## config.mk

```make
export PLATFORM = sky130hd
export DESIGN_NAME = trace_request_decoder_flat
export DESIGN_NICKNAME = d
export VERILOG_FILES = /design/src/rtl/cache_pkg.sv /design/src/rtl/trace_request_decoder_if.sv /design/src/rtl/req_fifo.sv /design/src/rtl/trace_request_decoder.sv /design/src/flat_wrapper.sv
export SDC_FILE = /design/constraint.sdc
export NUM_CORES = 1
export LEC_CHECK = 0
export CORE_MARGIN = 1.5
export CORE_UTILIZATION = 50
export DETAILED_ROUTE_END_ITERATION = 12
export MAX_ROUTING_LAYER = met4
export PLACE_DENSITY_LB_ADDON = 0.08
export SKIP_CTS_REPAIR_TIMING = 1
export SYNTH_ARGS = -nofsm -noshare
export SYNTH_HDL_FRONTEND = slang
export SYNTH_SLANG_ARGS = --single-unit
```

## constraint.sdc

```tcl
create_clock -name clk -period 3.6 [get_ports clk]
set_input_delay 0.9 -clock clk [delete_from_list [all_inputs] [get_ports clk]]
set_output_delay 0.9 -clock clk [all_outputs]
set_load 0.02 [all_outputs]
```

## src/rtl/cache_pkg.sv

```systemverilog
// Shared L2 model definitions: trace opcodes, request operation classes,
// address-split widths and the decoder FIFO entry layout.
package cache_pkg;

    localparam int unsigned ADDR_BITS   = 32;
    localparam int unsigned OFFSET_BITS = 6;
    localparam int unsigned INDEX_BITS  = 14;
    localparam int unsigned TAG_BITS    = 12;

    localparam logic [3:0] TRC_L1_READ   = 4'd0;
    localparam logic [3:0] TRC_L1_WRITE  = 4'd1;
    localparam logic [3:0] TRC_L1_IFETCH = 4'd2;
    localparam logic [3:0] TRC_SNP_INV   = 4'd3;
    localparam logic [3:0] TRC_SNP_RD    = 4'd4;
    localparam logic [3:0] TRC_SNP_WR    = 4'd5;
    localparam logic [3:0] TRC_SNP_RFO   = 4'd6;
    localparam logic [3:0] TRC_CLEAR     = 4'd8;
    localparam logic [3:0] TRC_PRINT     = 4'd9;

    // Cache ops fit in 3 bits (the reqOp port); clear/print only live in the FIFO.
    typedef enum logic [3:0] {
        OP_READ    = 4'd0,
        OP_WRITE   = 4'd1,
        OP_IFETCH  = 4'd2,
        OP_SNP_INV = 4'd3,
        OP_SNP_RD  = 4'd4,
        OP_SNP_WR  = 4'd5,
        OP_SNP_RFO = 4'd6,
        OP_CLEAR   = 4'd8,
        OP_PRINT   = 4'd9
    } req_op_e;

    typedef struct packed {
        req_op_e               op;
        logic [TAG_BITS-1:0]   tag;
        logic [INDEX_BITS-1:0] index;
    } fifo_entry_t;

    function automatic logic op_is_ctrl(req_op_e op);
        return (op == OP_CLEAR) || (op == OP_PRINT);
    endfunction

    function automatic logic op_is_read(req_op_e op);
        return (op == OP_READ) || (op == OP_IFETCH) || (op == OP_SNP_RD);
    endfunction

    function automatic logic op_is_snoop(req_op_e op);
        return (op == OP_SNP_INV) || (op == OP_SNP_RD) || (op == OP_SNP_WR) || (op == OP_SNP_RFO);
    endfunction

    function automatic logic [31:0] sat_inc(logic [31:0] v);
        return (v == 32'hFFFF_FFFF) ? v : v + 32'd1;
    endfunction

endpackage

```

## src/rtl/trace_request_decoder_if.sv

```systemverilog
// Trace-command input channel and data-structure request channel of the decoder.
// master = trace reader / downstream side, slave = decoder side.
interface trace_request_decoder_if #(
    parameter int unsigned addrBits  = cache_pkg::ADDR_BITS,
    parameter int unsigned tagBits   = cache_pkg::TAG_BITS,
    parameter int unsigned indexBits = cache_pkg::INDEX_BITS
);
    logic                 cmdValid;
    logic                 cmdReady;
    logic [3:0]           cmd;
    logic [addrBits-1:0]  address;
    logic                 reqValid;
    logic                 reqReady;
    logic [indexBits-1:0] index;
    logic [tagBits-1:0]   addressTag;
    logic                 read;
    logic [2:0]           reqOp;

    modport master (
        output cmdValid, cmd, address, reqReady,
        input  cmdReady, reqValid, index, addressTag, read, reqOp
    );

    modport slave (
        input  cmdValid, cmd, address, reqReady,
        output cmdReady, reqValid, index, addressTag, read, reqOp
    );
endinterface

```

## src/rtl/req_fifo.sv

```systemverilog
// In-order command buffer for the trace decoder; exposes the head and the
// entry behind it so the issuing FSM can look one pop ahead.
module req_fifo
    import cache_pkg::*;
#(
    parameter int unsigned DEPTH = 4,
    localparam int unsigned PTR_W = $clog2(DEPTH),
    localparam int unsigned CNT_W = PTR_W + 1
) (
    input  logic              clk,
    input  logic              resetN,
    input  logic              push_i,
    input  fifo_entry_t       wdata_i,
    input  logic              pop_i,
    output fifo_entry_t       head_o,
    output fifo_entry_t       next_o,
    output logic [CNT_W-1:0]  count_o,
    output logic              full_o,
    output logic              empty_o
);

    fifo_entry_t      mem_q [DEPTH];
    logic [PTR_W-1:0] wr_ptr_q, wr_ptr_d;
    logic [PTR_W-1:0] rd_ptr_q, rd_ptr_d;
    logic [CNT_W-1:0] count_q, count_d;

    always_comb begin
        wr_ptr_d = wr_ptr_q;
        rd_ptr_d = rd_ptr_q;
        count_d  = count_q;
        if (push_i) wr_ptr_d = wr_ptr_q + PTR_W'(1);
        if (pop_i)  rd_ptr_d = rd_ptr_q + PTR_W'(1);
        if (push_i && !pop_i)      count_d = count_q + CNT_W'(1);
        else if (!push_i && pop_i) count_d = count_q - CNT_W'(1);
    end

    always_ff @(posedge clk) begin
        if (!resetN) begin
            wr_ptr_q <= '0;
            rd_ptr_q <= '0;
            count_q  <= '0;
        end else begin
            wr_ptr_q <= wr_ptr_d;
            rd_ptr_q <= rd_ptr_d;
            count_q  <= count_d;
        end
    end

    always_ff @(posedge clk) begin
        if (push_i) mem_q[wr_ptr_q] <= wdata_i;
    end

    assign head_o  = mem_q[rd_ptr_q];
    assign next_o  = mem_q[rd_ptr_q + PTR_W'(1)];
    assign count_o = count_q;
    assign full_o  = (count_q == CNT_W'(DEPTH));
    assign empty_o = (count_q == '0);

endmodule

```

## src/rtl/trace_request_decoder.sv

```systemverilog
// L2 model front end: decodes trace commands, buffers them in order and issues
// cache ops / control pulses. Statistics counters built only with DECODER_STATS_EN.
module trace_request_decoder
    import cache_pkg::*;
#(
    parameter int unsigned addrBits   = ADDR_BITS,
    parameter int unsigned offsetBits = OFFSET_BITS,
    parameter int unsigned indexBits  = INDEX_BITS,
    parameter int unsigned tagBits    = TAG_BITS,
    parameter int unsigned fifoDepth  = 4
) (
    input  logic                   clk,
    input  logic                   resetN,
    trace_request_decoder_if.slave bus,
    output logic                   clearPulse,
    output logic                   printPulse,
    output logic                   badCmd,
    output logic [31:0]            readCount,
    output logic [31:0]            writeCount,
    output logic [31:0]            snoopCount,
    output logic [31:0]            dropCount
);

    localparam int unsigned CNT_W = $clog2(fifoDepth) + 1;

    typedef enum logic [1:0] {ST_IDLE, ST_ISSUE, ST_CTRL} state_e;

    state_e           state_q, state_d;
    logic             bad_q, bad_d;
    req_op_e          in_op;
    logic             in_legal, accept, push, drop, pop, issue, handshake;
    fifo_entry_t      wr_entry, head, head_next, after_head;
    logic             after_valid;
    logic [CNT_W-1:0] fifo_count;
    logic             fifo_full, fifo_empty;
    logic             unused_offset;

    assign unused_offset = ^bus.address[offsetBits-1:0];

    always_comb begin
        in_op    = OP_READ;
        in_legal = 1'b1;
        unique case (bus.cmd)
            TRC_L1_READ:   in_op = OP_READ;
            TRC_L1_WRITE:  in_op = OP_WRITE;
            TRC_L1_IFETCH: in_op = OP_IFETCH;
            TRC_SNP_INV:   in_op = OP_SNP_INV;
            TRC_SNP_RD:    in_op = OP_SNP_RD;
            TRC_SNP_WR:    in_op = OP_SNP_WR;
            TRC_SNP_RFO:   in_op = OP_SNP_RFO;
            TRC_CLEAR:     in_op = OP_CLEAR;
            TRC_PRINT:     in_op = OP_PRINT;
            default:       in_legal = 1'b0;
        endcase
    end

    always_comb begin
        wr_entry       = '0;
        wr_entry.op    = in_op;
        wr_entry.tag   = bus.address[addrBits-1 -: tagBits];
        wr_entry.index = bus.address[offsetBits +: indexBits];
    end

    assign accept = bus.cmdValid && bus.cmdReady;
    assign push   = accept && in_legal;
    assign drop   = accept && !in_legal;
    assign bad_d  = drop;

    req_fifo #(.DEPTH(fifoDepth)) u_req_fifo (
        .clk     (clk),
        .resetN  (resetN),
        .push_i  (push),
        .wdata_i (wr_entry),
        .pop_i   (pop),
        .head_o  (head),
        .next_o  (head_next),
        .count_o (fifo_count),
        .full_o  (fifo_full),
        .empty_o (fifo_empty)
    );

    // Next state looks at the head as it will be after this edge (including a
    // command pushed now), which gives N+1 issue latency and gap-free streaming.
    always_comb begin
        pop         = 1'b0;
        after_valid = 1'b0;
        after_head  = wr_entry;
        state_d     = ST_IDLE;
        unique case (state_q)
            ST_ISSUE: pop = bus.reqReady;
            ST_CTRL:  pop = 1'b1;
            default:  pop = 1'b0;
        endcase
        if (pop) begin
            if (fifo_count > CNT_W'(1)) begin
                after_valid = 1'b1;
                after_head  = head_next;
            end else begin
                after_valid = push;
            end
        end else if (!fifo_empty) begin
            after_valid = 1'b1;
            after_head  = head;
        end else begin
            after_valid = push;
        end
        if (after_valid) state_d = op_is_ctrl(after_head.op) ? ST_CTRL : ST_ISSUE;
    end

    always_ff @(posedge clk) begin
        if (!resetN) begin
            state_q <= ST_IDLE;
            bad_q   <= 1'b0;
        end else begin
            state_q <= state_d;
            bad_q   <= bad_d;
        end
    end

    assign issue          = (state_q == ST_ISSUE);
    assign handshake      = issue && bus.reqReady;
    assign bus.cmdReady   = !fifo_full;
    assign bus.reqValid   = issue;
    assign bus.index      = issue ? head.index : '0;
    assign bus.addressTag = issue ? head.tag : '0;
    assign bus.read       = issue && op_is_read(head.op);
    assign bus.reqOp      = issue ? 3'(head.op) : '0;
    assign clearPulse     = (state_q == ST_CTRL) && (head.op == OP_CLEAR);
    assign printPulse     = (state_q == ST_CTRL) && (head.op == OP_PRINT);
    assign badCmd         = bad_q;

`ifdef DECODER_STATS_EN
    logic [31:0] read_count_q, read_count_d;
    logic [31:0] write_count_q, write_count_d;
    logic [31:0] snoop_count_q, snoop_count_d;
    logic [31:0] drop_count_q, drop_count_d;

    // A drop accepted during the clear cycle is later in trace order, so it survives the clear.
    always_comb begin
        read_count_d  = read_count_q;
        write_count_d = write_count_q;
        snoop_count_d = snoop_count_q;
        drop_count_d  = drop_count_q;
        if (clearPulse) begin
            read_count_d  = '0;
            write_count_d = '0;
            snoop_count_d = '0;
            drop_count_d  = '0;
        end
        if (handshake) begin
            if (head.op == OP_READ || head.op == OP_IFETCH) read_count_d = sat_inc(read_count_q);
            if (head.op == OP_WRITE) write_count_d = sat_inc(write_count_q);
            if (op_is_snoop(head.op)) snoop_count_d = sat_inc(snoop_count_q);
        end
        if (drop) drop_count_d = sat_inc(drop_count_d);
    end

    always_ff @(posedge clk) begin
        if (!resetN) begin
            read_count_q  <= '0;
            write_count_q <= '0;
            snoop_count_q <= '0;
            drop_count_q  <= '0;
        end else begin
            read_count_q  <= read_count_d;
            write_count_q <= write_count_d;
            snoop_count_q <= snoop_count_d;
            drop_count_q  <= drop_count_d;
        end
    end

    assign readCount  = read_count_q;
    assign writeCount = write_count_q;
    assign snoopCount = snoop_count_q;
    assign dropCount  = drop_count_q;
`else
    logic unused_handshake;
    assign unused_handshake = handshake;
    assign readCount  = '0;
    assign writeCount = '0;
    assign snoopCount = '0;
    assign dropCount  = '0;
`endif

endmodule

```

## src/flat_wrapper.sv

```systemverilog
// flat-port wrapper written by rule: the top's interface ports become plain ports
module trace_request_decoder_flat import cache_pkg::*;
#(
    parameter int unsigned addrBits   = ADDR_BITS,
    parameter int unsigned offsetBits = OFFSET_BITS,
    parameter int unsigned indexBits  = INDEX_BITS,
    parameter int unsigned tagBits    = TAG_BITS,
    parameter int unsigned fifoDepth  = 4
)
  (clk, resetN, clearPulse, printPulse, badCmd, readCount, writeCount, snoopCount, dropCount, bus_cmdValid, bus_cmd, bus_address, bus_reqReady, bus_cmdReady, bus_reqValid, bus_index, bus_addressTag, bus_read, bus_reqOp);
  trace_request_decoder_if #(.addrBits(addrBits), .tagBits(tagBits), .indexBits(indexBits)) bus_i ();
  input  logic clk;
  input  logic resetN;
  output logic clearPulse;
  output logic printPulse;
  output logic badCmd;
  output logic [31:0] readCount;
  output logic [31:0] writeCount;
  output logic [31:0] snoopCount;
  output logic [31:0] dropCount;
  input wire logic [$bits(bus_i.cmdValid)-1:0] bus_cmdValid;
  input wire logic [$bits(bus_i.cmd)-1:0] bus_cmd;
  input wire logic [$bits(bus_i.address)-1:0] bus_address;
  input wire logic [$bits(bus_i.reqReady)-1:0] bus_reqReady;
  output wire logic [$bits(bus_i.cmdReady)-1:0] bus_cmdReady;
  output wire logic [$bits(bus_i.reqValid)-1:0] bus_reqValid;
  output wire logic [$bits(bus_i.index)-1:0] bus_index;
  output wire logic [$bits(bus_i.addressTag)-1:0] bus_addressTag;
  output wire logic [$bits(bus_i.read)-1:0] bus_read;
  output wire logic [$bits(bus_i.reqOp)-1:0] bus_reqOp;
  assign bus_i.cmdValid = bus_cmdValid;
  assign bus_i.cmd = bus_cmd;
  assign bus_i.address = bus_address;
  assign bus_i.reqReady = bus_reqReady;
  assign bus_cmdReady = bus_i.cmdReady;
  assign bus_reqValid = bus_i.reqValid;
  assign bus_index = bus_i.index;
  assign bus_addressTag = bus_i.addressTag;
  assign bus_read = bus_i.read;
  assign bus_reqOp = bus_i.reqOp;
  trace_request_decoder #(.addrBits(addrBits), .offsetBits(offsetBits), .indexBits(indexBits), .tagBits(tagBits), .fifoDepth(fifoDepth)) u_core (.clk(clk), .resetN(resetN), .bus(bus_i), .clearPulse(clearPulse), .printPulse(printPulse), .badCmd(badCmd), .readCount(readCount), .writeCount(writeCount), .snoopCount(snoopCount), .dropCount(dropCount));
endmodule
```

Yosys cells after proc, flatten, opt, wreduce, memory -nomap -nowiden
Memories as Yosys holds them, arrays and structs flattened. A register that Yosys moved wholly into a read port is not among the register bits. Cells that the tools add are included.

Memory bits (writable): 120. Memories kept: 1. Output and inout bits: 163. Input port bits: 40. Bits in registers: 10. Logic and storage cells: 68.

Memory list: u_core.u_req_fifo.mem_q (words 4, bits a word 30, rd ports 2, clocked after Yosys merged registers in 1, write ports 1, line req_fifo.sv:22) `fifo_entry_t mem_q [DEPTH];`.

$lt $le $gt $ge: 1. Reduce and logical (&&, ||, !) cells: 21. Equal/unequal tests: 17. Mux-type cells: 19. $add $sub $neg: 4.

Operator list (count): $mux W30 (3); $pmux W4 S8 (1); $eq A4 B4 Y1 const B (6); $eq A4 B3 Y1 const B (4); $mux W14 (1); $eq A4 B2 Y1 const B (3); $mux W12 (1); $mux W3 (3); $reduce_or A9 Y1 (1); $logic_and A1 B1 Y1 (8); $logic_not A4 Y1 (2); $mux W1 (6); $mux W2 (3); $add A2 B1 Y2 const B (2); $eq A4 B1 Y1 const B (1); $logic_not A1 Y1 (4); $add A3 B1 Y3 const B (1); $eq A3 B3 Y1 const B (1); $gt A3 B1 Y1 const B (1); $logic_not A3 Y1 (1); $logic_or A1 B1 Y1 (3); $sub A3 B1 Y3 const B (1); $eq A2 B1 Y1 const B (1); $eq A2 B2 Y1 const B (1); 3 further kinds (3).

Logic depth before layout (Yosys ltp)
Depth after elaboration: 8. Depth in mapped cells: 9. Depth with buffers taken out: 9.

Modules after synthesis
A second synthesis with hierarchy kept.

Cell total of the unflattened synthesis: 436. Area, all modules: 7038.0 sq um.

By module, submodules not included: req_fifo (cells an instance 236, times used 1, sequential area each 3783.6 sq um, area an instance 5557.8 sq um); trace_request_decoder (cells an instance 200, times used 1, sequential area each 60.1 sq um, area an instance 1480.2 sq um).

Worst setup path before layout
OpenSTA, ideal clock, no wires.

Path kind: in2reg. From: input bus_cmd[2]. To: memory u_core.u_req_fifo.mem_q[0][0] in the netlist's numbering, enable pin. Stages: 5. Library setup time: 0.390 ns. Buffers on the path: 1. Required time: 3.210 ns. Path slack: 0.873 ns. Data arrival time: 2.337 ns. Cell sequence: a21o_1 a22oi_1 and3_1 buf_2 and2_1.

Word-level cells in the longest chain between the ends: 6. Elaborated cells between the ends (all ways): 14. Those cells by class: eq/ne (8); mux (3); reduce/logical (3).

RTL lines: start: declaration (line flat_wrapper.sv:22) `input wire logic [$bits(bus_i.cmd)-1:0] bus_cmd;`; $eq A4 B1 Y1, or another cell as far along (line trace_request_decoder.sv:43) `unique case (bus.cmd)`; $reduce_or A9 Y1 (no line) (*); $mux W1 (*) (line trace_request_decoder.sv:43); $logic_and A1 B1 Y1 (*) (line trace_request_decoder.sv:65) `assign push = accept && in_legal;`; net u_core.push (line trace_request_decoder.sv:31) `logic in_legal, accept, push, drop, pop, issue, handshake;`; $mux W1 (*) (line req_fifo.sv:50) `if (push_i) mem_q[wr_ptr_q] <= wdata_i;`; $mux W1 (not written as such) (*) (line req_fifo.sv:50); end: declaration (line req_fifo.sv:22).

Mark *: on every way through the listed nets, which the timed path passes. The rest lies on a longest branch.

==> run summary <==
The tools report the cell row count as 40. The floorplan step defined a die boundary enclosing 0.0133 sq mm. The logs give 132 for the TritonCTS sink count and 40 for the unique cell type count in the Yosys netlist. The clock arrives with 10.0 ps of skew.

The run gives 4 as the number of H-tree levels. The tool flagged a number of max-cap violations equal to 0. Entering global routing, the biggest net connects 31 pins. Clock-pin slew was measured on the worst setup and hold paths at 50 ps. In the final layout, the multi-input gates occupy 0.00190 sq mm.

The async set-reset flop share out of synthesis was 0. The area growth from synthesis to layout is 16.6%. The logs give 6770 um for the post-DP HPWL and 382 ps for the post-placement setup slack. The tools report the via count as 3074. The number of flip-flops and latches in the synthesized netlist works out to 132. The tools report the number of global-route vias before repair as 3018. The sequential cells in the finished layout cover a total of 0.00385 sq mm.

The die is 116 um tall. The floorplan step set the die width to 116 um. Pin placement for this block handled 203 I/O pins. The tree is rooted in a sky130_fd_sc_hd__clkbuf_16. The final critical delay including setup and external delays came out at 3470 ps.

Maximum buffer depth of the clock tree: 2. Summed over all cells, the static leakage comes to 2.72 nW. The total of endpoints with negative setup slack in the final report was 0; the largest fanout on the critical path was 10. The first-pass detailed-route iteration total was 4; the synthesized instance count was 418. The final core utilization was 0.607; the required time of the worst setup path was 2700 ps.

The clock reaches the later pin of the worst-skew pair after 400 ps. The core footprint is 0.0122 sq mm, and the effective utilization at floorplan is 0.520. Among all cell types in the netlist, the one instantiated most often is sky130_fd_sc_hd__buf_4. The initial antenna violation count is 0, and the detailed-route DRC error count is 0.

The share of cells above drive strength 1 works out to 0.136. The path class of the tightest hold or removal check is reg2reg. For this design the ratio of total power to cell area is 595 mW/mm^2.

The synthesized design spends more area on one cell type than any other, namely sky130_fd_sc_hd__edfxtp_1. During synthesis, Yosys emitted a total of 0 warnings. The number of slew-limit violations in the final report is 0, and the routed wire length is 10200 um.

The antenna diode instance count is 0, and the count of flip-flops with a built-in enable after synthesis is 120. Data arrival time at the worst-slack endpoint: 2570 ps. TritonCTS built the clock tree. Sorting the synthesized cells by area gives the leading types as sky130_fd_sc_hd__edfxtp_1 57%, sky130_fd_sc_hd__buf_4 15%, sky130_fd_sc_hd__mux4_2 8.2%. In the post-route analysis, the smallest setup slack over all paths is 134 ps. The run finished with clean final reports.

In the routed layout, each cell is associated on average with a via count of 4.50. Global routing finished with a remaining overflow of 0. The startpoint class of the critical path was a flop.

The number of cells on the worst reg-to-reg path is 6. The tools report the number of buffers added by the clock tree synthesis step as 17. In the synthesized netlist the dominant register cell turns out to be sky130_fd_sc_hd__edfxtp_1. Setup repair after global routing left no endpoint under its margin. The final-report hold violation count came out at 0.

The congestion estimate from routability-driven global placement came to 0.692. The share of synthesized area occupied by flip-flops and latches was 0.607. Timing would allow up to 0.289 GHz.

In this run the cell area of the synthesized design comes to 0.00633 sq mm. The area share of the largest cell type after synthesis is 0.569. Mean post-synth cell area: 15.1 sq um. The commonest cells after synthesis are 128 x sky130_fd_sc_hd__buf_4, 120 x sky130_fd_sc_hd__edfxtp_1, 40 x sky130_fd_sc_hd__and2_1. Buffers placed on the I/O ports in this run total 68. The portion of the clock cycle consumed by the worst path in the final layout is 0.963, and the fill cell total of the finished layout is 931. The first global-routing pass estimated 15800 um of wire. The nature of the critical path endpoint is an output port. In the final routed layout, each cell accounts on average for 14.9 um. The violation count after the first detailed-routing iteration came out at 102.

The maximum resistive drop on vdd came out at 0.317 mV. For this run, the post-layout net count is 552. Number of stages on the worst hold path: 2.

In this run the remaining antenna-violating nets after routing total 0. The worst setup path is of the reg2out kind. The overall fraction of global-route tracks in use is 0.169.
-- per-stage QoR --
stage	area, sq um	TNS (ps)	hold WS (ps)	std cells	power [W]
global placement	6810	0	550	651	0.00280
detailed placement	6810	0	564	651	0.00282
finish	7380	0	566	683	0.00439
CTS	7370	-23.2	574	683	0.00444
global route	7380	0	613	683	0.00460
floorplan	6810	0	511	545	0.00258
-- kinds of logic after synthesis --
group / count (synthesis) / share of synthesized area
compound gates: 20 / 0.0210
xor+xnor: 5 / 0.00692
fa+ha+maj: 10 / 0.0198
buf+inv: 152 / 0.168
flops: 132 / 0.607
mux: 32 / 0.114
other cells: 1 / 0.000593
simple gates: 66 / 0.0623
-- worst max-delay path: stages (launching register included) --
cell                              delay (ps)
sky130_fd_sc_hd__dfxtp_4                 450
sky130_fd_sc_hd__mux4_1                  650
sky130_fd_sc_hd__nor3b_2                 270
sky130_fd_sc_hd__nand2_1                  80
sky130_fd_sc_hd__nor2_1                   90
sky130_fd_sc_hd__clkdlybuf4s50_1         630
-- where the power goes --
part           switching (W)  internal [W]
Clock               0.000648      0.000966
Combinational       0.000525      0.000422
Sequential         0.0000548       0.00177
Total                0.00123       0.00316
-- flip-flops by register name (all words and copies together) (netlist names), named ones only --
name                        flops
u_core.state_q                  2
u_core.u_req_fifo.mem_q       120
u_core.u_req_fifo.rd_ptr_q      2
u_core.u_req_fifo.wr_ptr_q      2
u_core.badCmd                   1
u_core.u_req_fifo.count_o       3
-- placed cells by master (no fill, tap or decap), types with 7 or more instances in the layout --
cell type	instances
sky130_fd_sc_hd__edfxtp_1	120
sky130_fd_sc_hd__clkbuf_16	17
sky130_fd_sc_hd__clkdlybuf4s50_1	68
sky130_fd_sc_hd__nor2_1	7
sky130_fd_sc_hd__mux4_2	23
sky130_fd_sc_hd__conb_1	128
sky130_fd_sc_hd__inv_6	8
sky130_fd_sc_hd__and2_1	36
sky130_fd_sc_hd__dfxtp_1	10
sky130_fd_sc_hd__ha_1	10
sky130_fd_sc_hd__mux4_1	7
sky130_fd_sc_hd__inv_1	13
-- final cells by class --
class | instances | share of cell area
repair buffers | 77 | 0.108
well taps | 168 | 0.0285
inverters | 13 | 0.00661
clock inverters | 15 | 0.0193
flip-flops and latches | 132 | 0.522
clock buffers | 17 | 0.0577
multi-input cells | 261 | 0.258
-- path summary, 6_finish.rpt --
kind	from	to	slack, ps
setup / recovery	flop	clearPulse	130
hold / removal	u_core.u_req_fifo.wr_ptr_q[1]	u_core.u_req_fifo.wr_ptr_q[1]	570
setup reg to reg	u_core.u_req_fifo.count_o[1]	u_core.u_req_fifo.mem_q[3][27]	1460
hold reg to reg	u_core.u_req_fifo.wr_ptr_q[1]	u_core.u_req_fifo.wr_ptr_q[1]	570
-- metal layers --
layer / routed length, um / GRT usage / part of all wire / vias up
met4: 69 / 0.0617 / 0.0068 / 0
met1: 4140 / 0.203 / 0.41 / 1522
met2: 5460 / 0.280 / 0.53 / 114
met5: 0 / - / 0 / -
met3: 541 / 0.0418 / 0.053 / 6
li1: - / - / - / 1432
No activity file was read; power rests on OpenSTA's default activity.
==> variant 1: new RTL, same flow settings <==
Change the package constant `OFFSET_BITS` from 6 to 7.
--- a/src/rtl/cache_pkg.sv
+++ b/src/rtl/cache_pkg.sv
@@ -3,7 +3,7 @@
 package cache_pkg;
 
     localparam int unsigned ADDR_BITS   = 32;
-    localparam int unsigned OFFSET_BITS = 6;
+    localparam int unsigned OFFSET_BITS = 7;
     localparam int unsigned INDEX_BITS  = 14;
     localparam int unsigned TAG_BITS    = 12;
 
Function: changed (Yosys sat finds a counterexample within 4 cycles, from zero or initial values and one cycle with resetN low).
==> variant 1 against the original RTL <==
  * Sequential share of layout area is 1.4 points lower
  * Synthesized cell count is 0.72% lower
  * Cell area is 0.42% lower
  * Wire length is 1.1% lower
  * Area after synthesis is 1.9% lower
  * Total power is 2.6% lower
  * Sequential cell count is 4 lower
  * Setup slack worse by 0.0015 ns
==> variant 1: results (changes against the original RTL) <==
metric,value,unit,change
nClkBuffers,18,,was 17
dr_wl_met2,5190,µm,was 5460 µm
largest_register_ffs,116,,was 120
power.total,4.27,mW,was 4.39 mW
grt_pass1_vias,2864,,"was 3,018"
inv_count,10,,was 13
timing.rr.start,u_core.state_q[1],,was u_core.u_req_fifo.count_o[1]
nMultiInputCombCells,264,,was 261
critPathMaxFanout,18,,was 10
postPlaceCellArea,6700,µm²,was 6810 µm²
port_buffers,67,,was 68
fill_cells,928,,was 931
synthTopCellsByCount,"buf_4, edfxtp_1, and2_1",,unchanged
seq_area,3730,µm²,was 3850 µm²
synth_cell_types,38,,was 40
status,"finished, final reports clean",,unchanged
grt_pass1_wl,15300,µm,"was 15,800 µm"
r2r_end,u_core.u_req_fifo.count_o[2],,was u_core.u_req_fifo.mem_q[3][27]
worstRegToRegCells,7,,was 6
vias,3086,,"was 3,074"
synth_edf_count,116,,was 120
grt_start_max_net_pins,30,,was 31
ys_seq_area_share,60.0,%,was 60.7%
seq_cell_count,128,,was 132
synthXorXnorAreaFrac,0.705,%,was 0.692%
multi_input_area,1910,µm²,was 1900 µm²
==> variant 1: cell families after synthesis <==
| family | after synthesis |
|---|---|
| muxes | 31 |
| DFF | 128 |
| AOI/OAI and AO/OA | 22 |
| other | 1 |
| buffers and inverters | 150 |
| and+or+nand+nor | 69 |
| adders and majority gates | 9 |
| xor gates and xnor gates | 5 |
==> variant 1: critical path, delay by kind of cell (launching register included) <==
family / cells / cell delay, ns
AO/OA/AOI/OAI: 1 / 0.14
buffers and inverters: 2 / 0.86
flip-flops: 1 / 0.61
AND/OR/NAND/NOR: 2 / 0.19
multiplexers: 1 / 0.36
==> variant 1: stage by stage <==
step | utilization (%) | instances
2_1_floorplan | - | 542
3_3_place_gp | 55.6 | 647
3_5_place_dp | 55.6 | 647
4_1_cts | 60.9 | 679
5_1_grt | 60.9 | 679
6_report | 60.9 | 679
==> variant 2: new RTL, same settings <==
Made on the original files. Re-encode `state_e` (3 states) as one-hot, 3 bits wide.
--- a/src/rtl/trace_request_decoder.sv
+++ b/src/rtl/trace_request_decoder.sv
@@ -23,7 +23,7 @@
 
     localparam int unsigned CNT_W = $clog2(fifoDepth) + 1;
 
-    typedef enum logic [1:0] {ST_IDLE, ST_ISSUE, ST_CTRL} state_e;
+    typedef enum logic [2:0] {ST_IDLE = 3'b001, ST_ISSUE = 3'b010, ST_CTRL = 3'b100} state_e;
 
     state_e           state_q, state_d;
     logic             bad_q, bad_d;
Behaviour: same outputs for any inputs over 4 cycles, from zero or initial values and one cycle with resetN low; so few cycles prove little.
==> variant 2 against the original RTL <==
  * Cell area up 1.0%
  * Area after synthesis rose by 0.71%
  * Total power down 9.9%
  * Core utilization shrank 1.1 points
  * Setup slack better by 0.0055 ns
  * Combinational power decreased by 44%
  * Sequential cell count increased by 1
  * Wire length is 0.12% higher
==> variant 2: results (changes against the original RTL) <==
metric,value,unit,change
status,"finished, final reports clean",,unchanged
nMultiInputCombCells,262,,was 261
synth-compound-area-share,1.55,%,was 2.10%
leakagePower,2.73,nW,was 2.72 nW
grt_pass1_wl,15200,µm,"was 15,800 µm"
wl_per_cell,14.9,µm,about the same
synthXorXnorAreaFrac,0.687,%,was 0.692%
pre_cts_ws,0.349,ns,was 0.382 ns
drt_pass1_iterations,6,,was 4
grt.met1_usage,20.8,%,was 20.3%
arrival,2.56,ns,was 2.57 ns
detailedRoute.firstIterationViolations,101,,was 102
final_util,59.5,%,was 60.7%
ys_seq_area_share,60.6,%,was 60.7%
n_antenna_cell,1,,was 0
cts_sinks,133,,was 132
grt_util_all_layers,16.3,%,was 16.9%
synthAdderAreaFrac,1.57,%,was 1.98%
multi_input_area_share,26.2,%,was 25.8%
fill_cells,945,,was 931
nonClkBufAreaFrac,10.9,%,was 10.8%
hpwl,6930,µm,was 6770 µm
drive_above_1_share,15.8,%,was 13.6%
p_per_area,530,nW/µm²,was 595 nW/µm²
antenna_found_initial,1,,was 0
clk_latency,0.41,ns,
use_met2,25.3,%,was 28.0%
dr_wl_met3,558,µm,was 541 µm
synth_cell_types,43,,was 40
non_clock_buffer_count,80,,was 77
cts-root-buf,clkbuf_16,,unchanged
synth_area_leaders,"edfxtp_1, buf_4, mux4_2",,unchanged
largest_register_ffs,120,,unchanged
critPathMaxFanout,8,,was 10
dp_cells,654,,was 651
wl_met1,4430,µm,was 4140 µm
clk_share,7.69,%,was 7.70%
grt_pass1_vias,2782,,"was 3,018"
seq-cell-share,51.9,%,was 52.2%
gp_congestion,0.723,,was 0.692
clock_skew,0.00690,ns,was 0.0100 ns
yosys-mux-area-fraction,11.9,%,was 11.4%
dr_wl_met2,5110,µm,was 5460 µm
postPlaceCellArea,6870,µm²,was 6810 µm²
vias,3112,,"was 3,074"
synthTopCellsByCount,"buf_4, edfxtp_1, nor2b_1",,"was buf_4, edfxtp_1, and2_1"
irDropWorstVdd,0.315,mV,was 0.317 mV
inv_count,7,,was 13
syn_inst,414,,was 418
stdcell_count,687,,was 683
grt_start_max_net_pins,26,,was 31
grt.met3_usage,4.71,%,was 4.18%
grt-busiest-layer,met2,,unchanged
final_nets,549,,was 552
-- variant 2: where the power goes --
group / leakage, nW / total, mW / internal [mW] / switching [mW]
clock: 0.278 / 1.64 / 0.967 / 0.671
sequential: 1.20 / 1.79 / 1.75 / 0.0325
combinational: 1.25 / 0.528 / 0.211 / 0.317
total: 2.73 / 3.95 / 2.93 / 1.02
-- variant 2: path summary, 6_finish.rpt --
path | slack (ns) | from | to | depth (start not counted)
worst max-delay path | 0.14 | flop | clearPulse | 5
worst min-delay path | 0.55 | u_core.u_req_fifo.count_o[2] | u_core.u_req_fifo.count_o[2] | 2
worst max register to register | 1.51 | u_core.u_req_fifo.count_o[1] | u_core.u_req_fifo.mem_q[3][21] | 6
worst min register to register | 0.55 | u_core.u_req_fifo.count_o[2] | u_core.u_req_fifo.count_o[2] | 2
-- variant 2: worst max-delay path: stages, from the launching register on --
cell and delay [ns]:
dfxtp_4 0.44, mux4_1 0.65, nor3b_2 0.26, nand2_1 0.08, nor2_1 0.10, clkdlybuf4s50_1 0.62
